## config.mk

```make
export PLATFORM = sky130hd
export DESIGN_NAME = product_1
export DESIGN_NICKNAME = d
export VERILOG_FILES = /design/src/rtl/product_1.sv
export SDC_FILE = /design/constraint.sdc
export NUM_CORES = 1
export LEC_CHECK = 0
export CAP_MARGIN = 20
export CORE_MARGIN = 1
export CORE_UTILIZATION = 40
export CTS_CLUSTER_SIZE = 12
export DETAILED_ROUTE_END_ITERATION = 12
export PLACE_DENSITY = 0.69
export SLEW_MARGIN = 20
export SYNTH_ARGS = -nofsm -noshare
export SYNTH_HDL_FRONTEND = slang
export SYNTH_SLANG_ARGS = --single-unit
```

## constraint.sdc

```tcl
create_clock -name clk -period 11.6 [get_ports clk]
set_clock_uncertainty 0.2 [all_clocks]
set_input_delay 1.16 -clock clk [delete_from_list [all_inputs] [get_ports clk]]
set_output_delay 1.16 -clock clk [all_outputs]
set_load 0.02 [all_outputs]
```

## src/rtl/product_1.sv

```systemverilog
// product_1: unsigned 8x8->16 multiplier (partial products, carry-save tree, ripple CPA) with an optional registered copy
//   clk, rst_n            : clock, asynchronous active-low reset
//   mult1_A, mult1_B      : unsigned operands
//   mult1_valid_in        : capture the current product on the next rising edge
//   mult_out_1            : combinational product
//   mult_out_1_q          : registered product, cleared by reset
//   mult1_valid_out       : mult_out_1_q was loaded on the last edge
module product_1_csa (
  input  logic [15:0] a_i,
  input  logic [15:0] b_i,
  input  logic [15:0] c_i,
  output logic [15:0] s_o,
  output logic [15:0] c_o
);
  assign s_o = a_i ^ b_i ^ c_i;
  // The carry out of bit 15 is dropped: the true product always fits in 16 bits.
  assign c_o = {(a_i[14:0] & b_i[14:0]) | (a_i[14:0] & c_i[14:0]) | (b_i[14:0] & c_i[14:0]), 1'b0};
endmodule

module product_1 (
  input  logic        clk,
  input  logic        rst_n,
  input  logic [7:0]  mult1_A,
  input  logic [7:0]  mult1_B,
  input  logic        mult1_valid_in,
  output logic [15:0] mult_out_1,
  output logic [15:0] mult_out_1_q,
  output logic        mult1_valid_out
);
  logic [15:0] pp [0:7];
  logic [15:0] s1a, c1a, s1b, c1b, s2a, c2a, s2b, c2b, s3, c3, sum_v, car_v;
  logic [15:0] cy;
  logic [15:0] mult_out_1_d;
  for (genvar i = 0; i < 8; i++) begin : g_pp
    assign pp[i] = {8'h00, mult1_A & {8{mult1_B[i]}}} << i;
  end
  // Eight rows reduce 8 -> 6 -> 4 -> 3 -> 2 through full-adder rows.
  product_1_csa u_l1a (.a_i(pp[0]), .b_i(pp[1]), .c_i(pp[2]), .s_o(s1a), .c_o(c1a));
  product_1_csa u_l1b (.a_i(pp[3]), .b_i(pp[4]), .c_i(pp[5]), .s_o(s1b), .c_o(c1b));
  product_1_csa u_l2a (.a_i(s1a), .b_i(c1a), .c_i(s1b), .s_o(s2a), .c_o(c2a));
  product_1_csa u_l2b (.a_i(c1b), .b_i(pp[6]), .c_i(pp[7]), .s_o(s2b), .c_o(c2b));
  product_1_csa u_l3  (.a_i(s2a), .b_i(c2a), .c_i(s2b), .s_o(s3), .c_o(c3));
  product_1_csa u_l4  (.a_i(s3), .b_i(c3), .c_i(c2b), .s_o(sum_v), .c_o(car_v));
  assign cy[0] = 1'b0;
  for (genvar k = 0; k < 15; k++) begin : g_cy
    assign cy[k+1] = (sum_v[k] & car_v[k]) | (sum_v[k] & cy[k]) | (car_v[k] & cy[k]);
  end
  assign mult_out_1 = sum_v ^ car_v ^ cy;
  assign mult_out_1_d = mult1_valid_in ? mult_out_1 : mult_out_1_q;
  always_ff @(posedge clk or negedge rst_n)
    if (!rst_n) begin
      mult_out_1_q    <= 16'h0000;
      mult1_valid_out <= 1'b0;
    end else begin
      mult_out_1_q    <= mult_out_1_d;
      mult1_valid_out <= mult1_valid_in;
    end
endmodule

```

# Word level (Yosys, flattened, before mapping)

Cells that the tools add are included.
Widths: inputs -> output; s select.

Bitwise operators: 118

Operators by type and width:

| kind           | number |
|---|---|
| $or 15x15->15  | 12 |
| $and 15x15->15 | 10 |
| $xor 16x16->16 | 8 |
| $and 8x8->8    | 8 |
| $and 1x1->1    | 40 |
| $or 1x1->1     | 26 |
| $xor 16x10->16 | 1 |
| $xor 16x13->16 | 1 |
| $xor 16x14->16 | 1 |
| $xor 16x15->16 | 1 |
| $and 14x15->15 | 1 |
| $and 15x14->15 | 1 |
| $and 11x13->13 | 1 |
| $and 12x13->13 | 1 |
| $and 11x12->12 | 1 |
| $xor 11x12->12 | 1 |
| $and 8x10->10  | 1 |
| $and 9x10->10  | 1 |
| $and 8x9->9    | 1 |
| $xor 8x9->9    | 1 |

Register bits after elaboration: 17
Logic and storage cells: 120
Bits of input ports: 19

# Logic depth before layout (Yosys ltp)

Word-level depth: 54
Gate-level depth with buffers: 21

# Cells and area by module

From an unflattened synthesis, not the netlist that was laid out.

Cells, all modules: 224
Area total of the unflattened synthesis: 3354.5 um^2

Modules (own cells, without submodules):

| module        | times used | seq. area each (um^2) | cells an instance | area an instance (um^2) |
|---|---|---|---|---|
| product_1_csa | 6          | 0.0                   | 18                | 335.3 |
| product_1     | 1          | 425.4                 | 116               | 1342.5 |

# Worst setup path after synthesis

Ideal clock, no wire load.

Kind: input to output
From: in mult1_A[0]
To: out mult_out_1[15]
Slack: 3.059 ns
Data arrival time: 7.181 ns
Stages on the path: 19
Path buffers: 0
Required time: 10.240 ns
Cells stage by stage: nand2_1 > fa_1 > fa_1 > fa_1 > inv_1 > ha_1 > ha_1 > inv_1 > fa_1 > fa_1 > inv_1 > fa_1 > fa_1 > fa_1 > fa_1 > fa_1 > fa_1 > fa_1 > xor2_1

Word-level cells in the longest chain between the ends: 51
Elaborated cells on any way between the ends: 112
Classes of those cells: bitwise (112)

Ends and longest elaborated chain:

| item                                                 | line   | RTL |
|---|---|---|
| from (decl)                                          | 23     | `input logic [7:0] mult1_A,` |
| $and 8x8->8                                          | 35     | `assign pp[i] = {8'h00, mult1_A & {8{mult1_B[i]}}} << i;` |
| $and 8x9->9 (tied with other cells)                  | 17     | `assign c_o = {(a_i[14:0] & b_i[14:0]) \| (a_i[14:0] & c_i[14:0]) \| (b_i[14:0] & c_i[14:0]), 1'b0};` |
| $or 15x15->15 or $xor 16x10->16 (tied branches)      | 17, 15 |  |
| $or 15x15->15 (tied with other cells)                | 17     |  |
| $and 15x15->15 (tied with other cells)               | 17     |  |
| $or 15x15->15 (tied with other cells) (2 in series)  | 17     |  |
| $xor 16x16->16 (tied with other cells) (2 in series) | 15     | `assign s_o = a_i ^ b_i ^ c_i;` |
| $xor 16x16->16 or $or 15x15->15 (tied branches)      | 15, 17 |  |
| (+33 left out)                                       | n/a    |  |
| $or 1x1->1 *                                         | 46     | `assign cy[k+1] = (sum_v[k] & car_v[k]) \| (sum_v[k] & cy[k]) \| (car_v[k] & cy[k]);` |
| $and 1x1->1                                          | 46     |  |
| $or 1x1->1                                           | 46     |  |
| $or 1x1->1 *                                         | 46     |  |
| $and 1x1->1                                          | 46     |  |
| $or 1x1->1                                           | 46     |  |
| $or 1x1->1 *                                         | 46     |  |
| $xor 16x16->16 *                                     | 48     | `assign mult_out_1 = sum_v ^ car_v ^ cy;` |
| to (decl)                                            | 26     | `output logic [15:0] mult_out_1,` |

Every way passes the cells marked *; elsewhere a longest branch is shown, timed or not.

# Worst setup path after layout

From: in mult1_B[4]
To: out mult_out_1[15]

Word-level cells in the longest chain between the ends: 42
Elaborated cells on any way between the ends: 87
Classes of those cells: bitwise (87)

Ends and longest elaborated chain:

| item                         | line | RTL |
|---|---|---|
| from (decl)                  | 24   | `input logic [7:0] mult1_B,` |
| $and 8x8->8 *                | 35   |  |
| $xor 11x12->12               | 15   |  |
| $xor 16x13->16               | 15   |  |
| $xor 16x16->16 (5 in series) | 15   |  |
| $and 1x1->1                  | 46   |  |
| $or 1x1->1 (2 in series)     | 46   |  |
| $and 1x1->1                  | 46   |  |
| $or 1x1->1 (2 in series)     | 46   |  |
| (+18 left out)               | n/a  |  |
| $and 1x1->1                  | 46   |  |
| $or 1x1->1 (2 in series)     | 46   |  |
| $and 1x1->1                  | 46   |  |
| $or 1x1->1 (2 in series)     | 46   |  |
| $and 1x1->1                  | 46   |  |
| $or 1x1->1                   | 46   |  |
| $or 1x1->1 *                 | 46   |  |
| $xor 16x16->16 *             | 48   |  |

Marked as above.

==> summary.txt <==
Logic synthesis
  – Main area contributors after synthesis: fa_1 40%, dfrtp_1 18%, and2_1 10%
  – Synth top area share: 40.5%
  – Post-synth top cells: 47 x fa_1, 44 x inv_1, 38 x and2_1
  – Mapped Cells: 207
  – Syn_area_per_cell: 11.2 µm²
  – Register area share after synthesis: 18.3%
  – Biggest area consumer among synthesized cells: fa_1
  – Most numerous cell in the Yosys netlist: fa_1
  – Synth Flop Type: dfrtp_1
  – Post-synth EDFFs: 0
  – Synth warn: 0
  – Post-Syn Area: 0.00232 mm²
  – Yosys cell types: 11
  – Net Count, Synth: a little under 300
  – Register bit total from synthesis: 17
  – Asr flop ratio synth: 100%

Power
  – P_leak: about 0.0014 µW
  – Total design power: 590 µW
  – Register share of total power: 16.3%
  – Combinational Power Share: between 70% and 80%
  – Clk pwr share: 7.2%
  – Psw: 255 µW
  – Sw frac: 43.2%
  – Int Pwr: 336 µW
  – Pwr/cell area: approximately 200 mW/mm²
  – Worst VDD drop: 0.142 mV

Die
  – Die H: 78.2 µm
  – Core ar.: ~0.0055 mm²
  – IO Pins: 52
  – Chip width: 78.2 µm
  – Starting Density: 42.0%
  – Die area: about 0.0061 mm²
  – Site Rows: 27

STA
  – Fin Hold WS: 0.306 ns
  – Setup TNS: 0 ns
  – Worst Max-Slew Pin Slew: 0.955 ns
  – Max-slew violation count: 0
  – Unrepaired setup endpoints after global routing: false
  – Tcrit/Tclk final: 84.1%
  – Final setup fails: 0
  – Final hold viol count: 0
  – Min Clock Period, post-route: 9.76 ns
  – Fmax: about 0.10 GHz
  – Relative slew slack: 36.2%

Clocking
  – Total CTS buffers: 3
  – Hold_buf cts: 0
  – H-tree lvl count: 1
  – Postcts setup bufs: 0
  – CTS tree: built
  – CTS root buf: clkbuf_8
  – CTS resizes: 0
  – Clock Tree Buf Depth: 2
  – Clock sink count: 17
  – Reg clk slew, reported paths: 0.06 ns
  – Clk_lat worst skew: approximately 0.24 ns

Run status
  – Outcome: completed

Drt
  – First-pass detailed-route iteration total: 4
  – Iter 0 DRT Violations: 39
  – WL/cell: 13.2 µm
  – Post-route DRC: 0
  – DR vias: 1565
  – Vias per cell: 4.71
  – Final wirelength: 4.37 mm
  – Final ANT Viol Nets: 0

GRT
  – Grt ovf: 0
  – GR Util All Layers: between 10% and 20%
  – Number of global-route vias before repair: between 1500 and 2000
  – Pin count of the biggest net entering global routing: 18
  – Initial antenna violation count: 0
  – First-pass GRT wire length: a little under 8 mm

Cells and area
  – Reg area: 425 µm²
  – Footprint of the multi-input gates: around 0.0017 mm²
  – Fin nets: around 340
  – P&R area growth vs syn: 26.4%
  – Layout cells sized above 1: 7.31%
  – Fillcell total: 513
  – N_diodes: 0

Place
  – IO buf count: slightly above 50
  – Gpl congestion: 0.853
  – Detail Placement HPWL: 3.79 mm

Min path
  – Min-Delay Path Class: reg2reg

Worst setup path
  – Slowest-stage cell, CP: clkdlybuf4s50_1
  – WP data arrival: about 8.4 ns
  – Buffers and inverters on the worst path: 5
  – Crit path kind: in2out
  – Critical Path Max Stage Delay: 0.64 ns
  – Startpoint Class: primary input
  – Crit end category: primary output
  – Crit-path leading delay family: adder cells
  – Required @ worst endpoint: 10.24 ns
  – Critical path fanouts, max: 8
  – CP cell instances: clkdlybuf4s50_1 > nand2_1 > fa_1 > fa_1 > fa_1 > inv_1 > ha_1 > ha_1 > inv_1 > fa_1 > fa_1 > inv_1 > fa_1 > fa_1 > fa_1 > fa_1 > fa_1 > fa_1 > fa_1 > xor2_1 > clkdlybuf4s50_1
  – Cell mode on critical path: fa_1

Flow run
  – Max-cap viol count: 0
[cell type report]
class,count,share of cell area [%]
multi-input cells,144,57.9
repair buffers,51,17.4
flip-flops and latches,17,14.5
inverters,44,5.62
well taps,72,3.07
clock buffers,4,1.53
[path summary, 6_finish.rpt]
kind / start / end / slack [ns] / depth (start not counted)
worst min-delay path: mult_out_1_q[9]$_DFFE_PN0P_ / mult_out_1_q[9]$_DFFE_PN0P_ / 0.31 / 1
max in group asynchronous: rst_n / mult_out_1_q[6]$_DFFE_PN0P_ / 9.56 / 1
min in group asynchronous: rst_n / mult_out_1_q[11]$_DFFE_PN0P_ / 1.16 / 1
worst max register to register: mult_out_1_q[15]$_DFFE_PN0P_ / mult_out_1_q[15]$_DFFE_PN0P_ / 10.62 / 1
worst max-delay path: mult1_B[4] / mult_out_1[15] / 1.84 / 21
worst min register to register: mult_out_1_q[9]$_DFFE_PN0P_ / mult_out_1_q[9]$_DFFE_PN0P_ / 0.31 / 1
[state kept, by name (all words and copies together) (netlist names)]
signal and cells:
mult_out_1_q 16, mult1_valid_out 1
[routing by layer]
layer / track usage (%) / part of all wire, %
met1: 21.5 / 44
met2: 28.9 / 51
met3: 2.56 / 4.6
met4: 2.78 / 0.87
met5: 0 / 0
[logic make-up after synthesis]
group / after synthesis / share of synthesized area [%]
mux: 16 / 9.36
simple gates: 64 / 14.4
flops: 17 / 18.3
xor+xnor: 1 / 0.377
fa+ha+maj: 63 / 49.1
buf+inv: 46 / 8.45
[power by group through the flow]
stage,registers (µW),logic [µW],clock network [µW]
2_1_floorplan,125,252,0
3_3_place_gp,96.5,453,0
3_5_place_dp,96.9,461,0
4_1_cts,96.0,463,44.6
5_1_grt,99.2,499,48.0
6_report,96.0,452,42.5
[through the flow]
stage / utilization, % / cells / cell area (µm²) / setup slack [ns]
after floorplan: - / 207 / 2320 / 3.06
after global placement: 52.2 / 328 / 2890 / 1.88
after detailed placement: 52.2 / 328 / 2890 / 1.81
after CTS: 53.0 / 332 / 2940 / 1.78
after global routing: 53.0 / 332 / 2940 / 1.41
final: 53.0 / 332 / 2940 / 1.84
[cell usage in the layout, fill, tap and decap left out]
| cell type | n |
|---|---|
| mux2_4 | 10 |
| clkbuf_8 | 3 |
| mux2_2 | 6 |
| fa_1 | 47 |
| xor2_1 | 1 |
| inv_1 | 44 |
| ha_1 | 16 |
| nand2_1 | 26 |
| clkdlybuf4s50_1 | 51 |
| clkbuf_1 | 1 |
| dfrtp_1 | 17 |
| and2_1 | 38 |
No activity file was read; power rests on OpenSTA's default activity.
==> RTL edit 1: new RTL, config.mk and constraints unchanged <==
The output `mult1_valid_out` loses its register stage (`mult1_valid_out` becomes a continuous assignment).
--- a/src/rtl/product_1.sv
+++ b/src/rtl/product_1.sv
@@ -50,10 +50,10 @@
   always_ff @(posedge clk or negedge rst_n)
     if (!rst_n) begin
       mult_out_1_q    <= 16'h0000;
-      mult1_valid_out <= 1'b0;
     end else begin
       mult_out_1_q    <= mult_out_1_d;
-      mult1_valid_out <= mult1_valid_in;
     end
+
+  assign mult1_valid_out = mult1_valid_in;
 endmodule
 
Check against the original RTL: not equivalent (Yosys sat finds a counterexample within 4 cycles, from zero or initial values and one cycle with rst_n low).
==> RTL edit 1 against the unedited design <==
Worst setup slack worse by 0.041 ns; total power decreased by 1.9%; die area decreased by 0.74%; synthesized area is 0.75% lower; sequential share of layout area fell by 0.72 points; sequential power decreased by 3.9%; via count is 0.38% higher; core utilization shrank 0.52 points; non-clock buffer count stayed put; maximum frequency decreased by 0.42%; sequential cell count is 1 lower; routed wire length fell by 0.21%; final area is 0.98% lower; largest cell class unchanged; largest power group unchanged; highest routed layer unchanged.
==> RTL edit 1: results <==
set metrics [dict create \
    status "complete, no violations" \
    yosys.area_share.adder 0.4946 \
    drive_gt1_frac 0.07364 \
    synthTopCellsByArea "fa_1, dfrtp_1, and2_1" \
    drtIter0Drc 54 \
    vias 1571 \
    hold_class "reg -> reg" \
    crit_path_start "mult1_A[0]" \
    synth_xor_area_frac 0.003796 \
    muxShareOfSynthArea 0.09436 \
    r2r_start "mult_out_1_q[15]" \
    synth-compound-area-share 0 \
    routabilityCongestion 0.8401 \
    ctsResizeCount 0 \
    clockBufferDepth 2 \
    synth_nets 289 \
    fin_nets 342 \
    hold_start "mult_out_1_q[8]" \
    relSlewSlack 0.3843 \
    h-tree-depth 1 \
    ir_worst_vdd_uv 146.6 \
    grt_pass1_vias 1740 \
    firstDrtPassIters 4 \
    antenna_found_initial 0 \
    synthTopCellsByCount "fa_1, inv_1, and2_1" \
    grt_overflow 0 \
    wl_per_cell_um 13.22 \
    nFillCells 516 \
    dp_hpwl_um 3762 \
    cts_made_buffers 3 \
    place_area_um2 2869 \
    grt_max_degree 18 \
    synth_seq_area_share 0.1735 \
    crit_path_max_fanout 8 \
    grt_pass1_wl_um 7893 \
    switching_power_mw 0.2517 \
    p_leak_nw 1.415 \
    reg_top3 "mult_out_1_q: 16 flops" \
    grt_use_total 0.1684 \
    synth.distinct_cells 12 \
    path_clk_slew_ns 0.06 \
    arrival_ns 8.44 \
]
==> RTL edit 1: kinds of logic (layout without fill, tap and decap cells) <==
logic type                 Yosys count  count (layout)
buffers and inverters               47              98
and+or+nand+nor                     64              64
adders and majority gates           63              63
muxes                               16              16
DFF                                 16              16
xor gates and xnor gates             1               1
==> RTL edit 1: per-stage QoR <==
stage	setup WS [ns]	hold slack, ns	instances	total power [mW]
2_1_floorplan	3.059	0.4358	207	0.3710
3_3_place_gp	1.885	0.2939	327	0.5416
3_5_place_dp	1.738	0.2934	327	0.5474
4_1_cts	1.724	0.3112	330	0.5908
5_1_grt	1.373	0.3256	330	0.6300
6_report	1.804	0.3068	330	0.5793
==> RTL edit 1: power groups by stage <==
| stage | clock [mW] | sequential (mW) | combinational, mW |
|---|---|---|---|
| floorplan | 0 | 0.121 | 0.250 |
| global placement | 0 | 0.0931 | 0.449 |
| detailed placement | 0 | 0.0930 | 0.454 |
| CTS | 0.0419 | 0.0927 | 0.456 |
| global route | 0.0442 | 0.0953 | 0.490 |
| finish | 0.0406 | 0.0923 | 0.446 |
==> RTL edit 1: worst max-delay path, cell delays in order <==
cell             delay (ns)
clkdlybuf4s50_1        0.61
nand2_1                0.12
fa_1                   0.52
fa_1                   0.50
fa_1                   0.49
inv_1                  0.04
ha_1                   0.27
ha_1                   0.19
inv_1                  0.08
fa_1                   0.20
fa_1                   0.18
inv_1                  0.05
fa_1                   0.45
fa_1                   0.46
fa_1                   0.46
fa_1                   0.46
fa_1                   0.46
fa_1                   0.45
fa_1                   0.44
xor2_1                 0.20
clkdlybuf4s50_1        0.64
==> RTL edit 1: cell type report <==
| type | instances | area (um^2) | area share |
|---|---|---|---|
| clock buffers | 3 | 41.29 | 0.01419 |
| flip-flops and latches | 16 | 400.4 | 0.1376 |
| well taps | 72 | 90.09 | 0.03095 |
| inverters | 44 | 165.2 | 0.05675 |
| repair buffers | 51 | 510.5 | 0.1754 |
| multi-input cells | 144 | 1703 | 0.5851 |
==> RTL edit 1: path summary, 6_finish.rpt <==
check	to	slack (ns)	cells past startpoint
setup / recovery	mult_out_1[15]	1.80	21
hold / removal	mult_out_1_q[8]	0.31	1
setup reg to reg	mult_out_1_q[15]	10.62	1
hold reg to reg	mult_out_1_q[8]	0.31	1
max in group asynchronous	mult_out_1_q[6]	9.64	1
min in group asynchronous	mult_out_1_q[15]	1.13	1
==> RTL edit 1: layer usage <==
layer / routed length (um) / GRT usage / share of wire
met1: 1819 / 0.2155 / 0.42
met2: 2259 / 0.2850 / 0.52
met3: 229 / 0.03765 / 0.052
met4: 55 / 0.05000 / 0.013
met5: 0 / 0 / 0
==> RTL edit 2: new RTL, same settings <==
Made on the original files. Register the output `mult_out_1`, cleared by the reset; this adds one clock of latency there. The other outputs are not delayed to match. Comments in the files are not updated.
--- a/src/rtl/product_1.sv
+++ b/src/rtl/product_1.sv
@@ -27,6 +27,8 @@
   output logic [15:0] mult_out_1_q,
   output logic        mult1_valid_out
 );
+
+  logic [15:0] mult_out_1_c;
   logic [15:0] pp [0:7];
   logic [15:0] s1a, c1a, s1b, c1b, s2a, c2a, s2b, c2b, s3, c3, sum_v, car_v;
   logic [15:0] cy;
@@ -45,8 +47,8 @@
   for (genvar k = 0; k < 15; k++) begin : g_cy
     assign cy[k+1] = (sum_v[k] & car_v[k]) | (sum_v[k] & cy[k]) | (car_v[k] & cy[k]);
   end
-  assign mult_out_1 = sum_v ^ car_v ^ cy;
-  assign mult_out_1_d = mult1_valid_in ? mult_out_1 : mult_out_1_q;
+  assign mult_out_1_c = sum_v ^ car_v ^ cy;
+  assign mult_out_1_d = mult1_valid_in ? mult_out_1_c : mult_out_1_q;
   always_ff @(posedge clk or negedge rst_n)
     if (!rst_n) begin
       mult_out_1_q    <= 16'h0000;
@@ -55,5 +57,13 @@
       mult_out_1_q    <= mult_out_1_d;
       mult1_valid_out <= mult1_valid_in;
     end
+  always_ff @(posedge clk or negedge rst_n) begin
+      if (!rst_n) begin
+          mult_out_1 <= '0;
+      end else begin
+          mult_out_1 <= mult_out_1_c;
+      end
+  end
+
 endmodule
 
Behaviour: not the same (a bounded check fails within 4 cycles, from zero or initial values and one cycle with rst_n low).
==> RTL edit 2 against the unedited design <==
The flow now finishes with violations (DRC); final area up 15%; critical path type is now in -> reg; synthesized area rose by 17%; routed wire length increased by 9.2%; worst setup slack better by 1.7 ns; maximum frequency is 21% higher; sequential cell count increased by 16; sequential power grew 92%; total power grew 8.5%.
==> RTL edit 2: results <==
set metrics [dict create \
    grtUsageMet1 0.2038 \
    reg2reg_slack_ns 10.61 \
    reg_top3 "mult_out_1: 16 flops, mult_out_1_q: 16 flops, mult1_valid_out: 1 flops" \
    tightest_slew_ns 0.9895 \
    firstDrtPassIters 8 \
    wl_um 4775 \
    r2r_start "mult_out_1_q[12]" \
    yosysTopAreaCellShare 0.3453 \
    use_met2 0.2668 \
    seq_area_um2 825.8 \
    hold_start "mult_out_1_q[0]" \
    clock_power_mw 0.0815 \
    dp_hpwl_um 4042 \
    synthTopCellsByCount "fa_1, inv_1, and2_1" \
    h-tree-depth 2 \
    comb_power_share 0.585 \
    route.detailed.drc 5 \
    period_share 0.6979 \
    arrival_ns 8.06 \
    nFillCells 577 \
    switching_power_mw 0.2402 \
    insertion_delay_ns 0.28 \
    crit_end "mult_out_1_q[15]" \
    routabilityCongestion 0.7907 \
    crit_path_start "mult1_A[3]" \
    p_leak_nw 1.650 \
    synthCells 223 \
    ir_worst_vdd_uv 126.1 \
    synthTopCellsByArea "fa_1, dfrtp_1, and2_1" \
    violations "DRC" \
    stdcell_count 358 \
    drive_gt1_frac 0.08541 \
    synth_seq_area_share 0.3030 \
    drtIter0Drc 38 \
    status "complete, but fails checks" \
    grt_pass1_vias 1880 \
    holdWs_ns 0.3075 \
    cts_made_buffers 5 \
    met3_usage 0.03343 \
    synth_nets 305 \
    vias_per_cell 4.673 \
    hold_end "mult_out_1_q[0]" \
]
==> RTL edit 2: cell count changes in the layout (fill, tap and decap cells not counted) <==
cell / unedited run / this run
buf_4: 0 / 1
clkbuf_8: 3 / 5
clkinv_2: 0 / 2
dfrtp_1: 17 / 33
==> RTL edit 2: final cells by class <==
class,instances,area share
well taps,77,0.02841
inverters,44,0.04871
flip-flops and latches,33,0.2435
multi-input cells,144,0.5022
clock buffers,6,0.02140
repair buffers,52,0.1528
clock inverters,2,0.002952
==> RTL edit 2: logic make-up (layout without fill, tap and decap cells) <==
group | count (synthesis) | count (layout) | synth area share
xor gates and xnor gates | 1 | 1 | 0.003215
adders and majority gates | 63 | 63 | 0.4187
buffers and inverters | 46 | 104 | 0.07209
DFF | 33 | 33 | 0.3030
muxes | 16 | 16 | 0.07989
and+or+nand+nor | 64 | 64 | 0.1230
==> RTL edit 2: metal layers <==
metal  share of wire  vias to the layer above
li1                -                      771
met1            0.44                      861
met2            0.51                       36
met3           0.037                        5
met4           0.012                        0
met5               0                        -
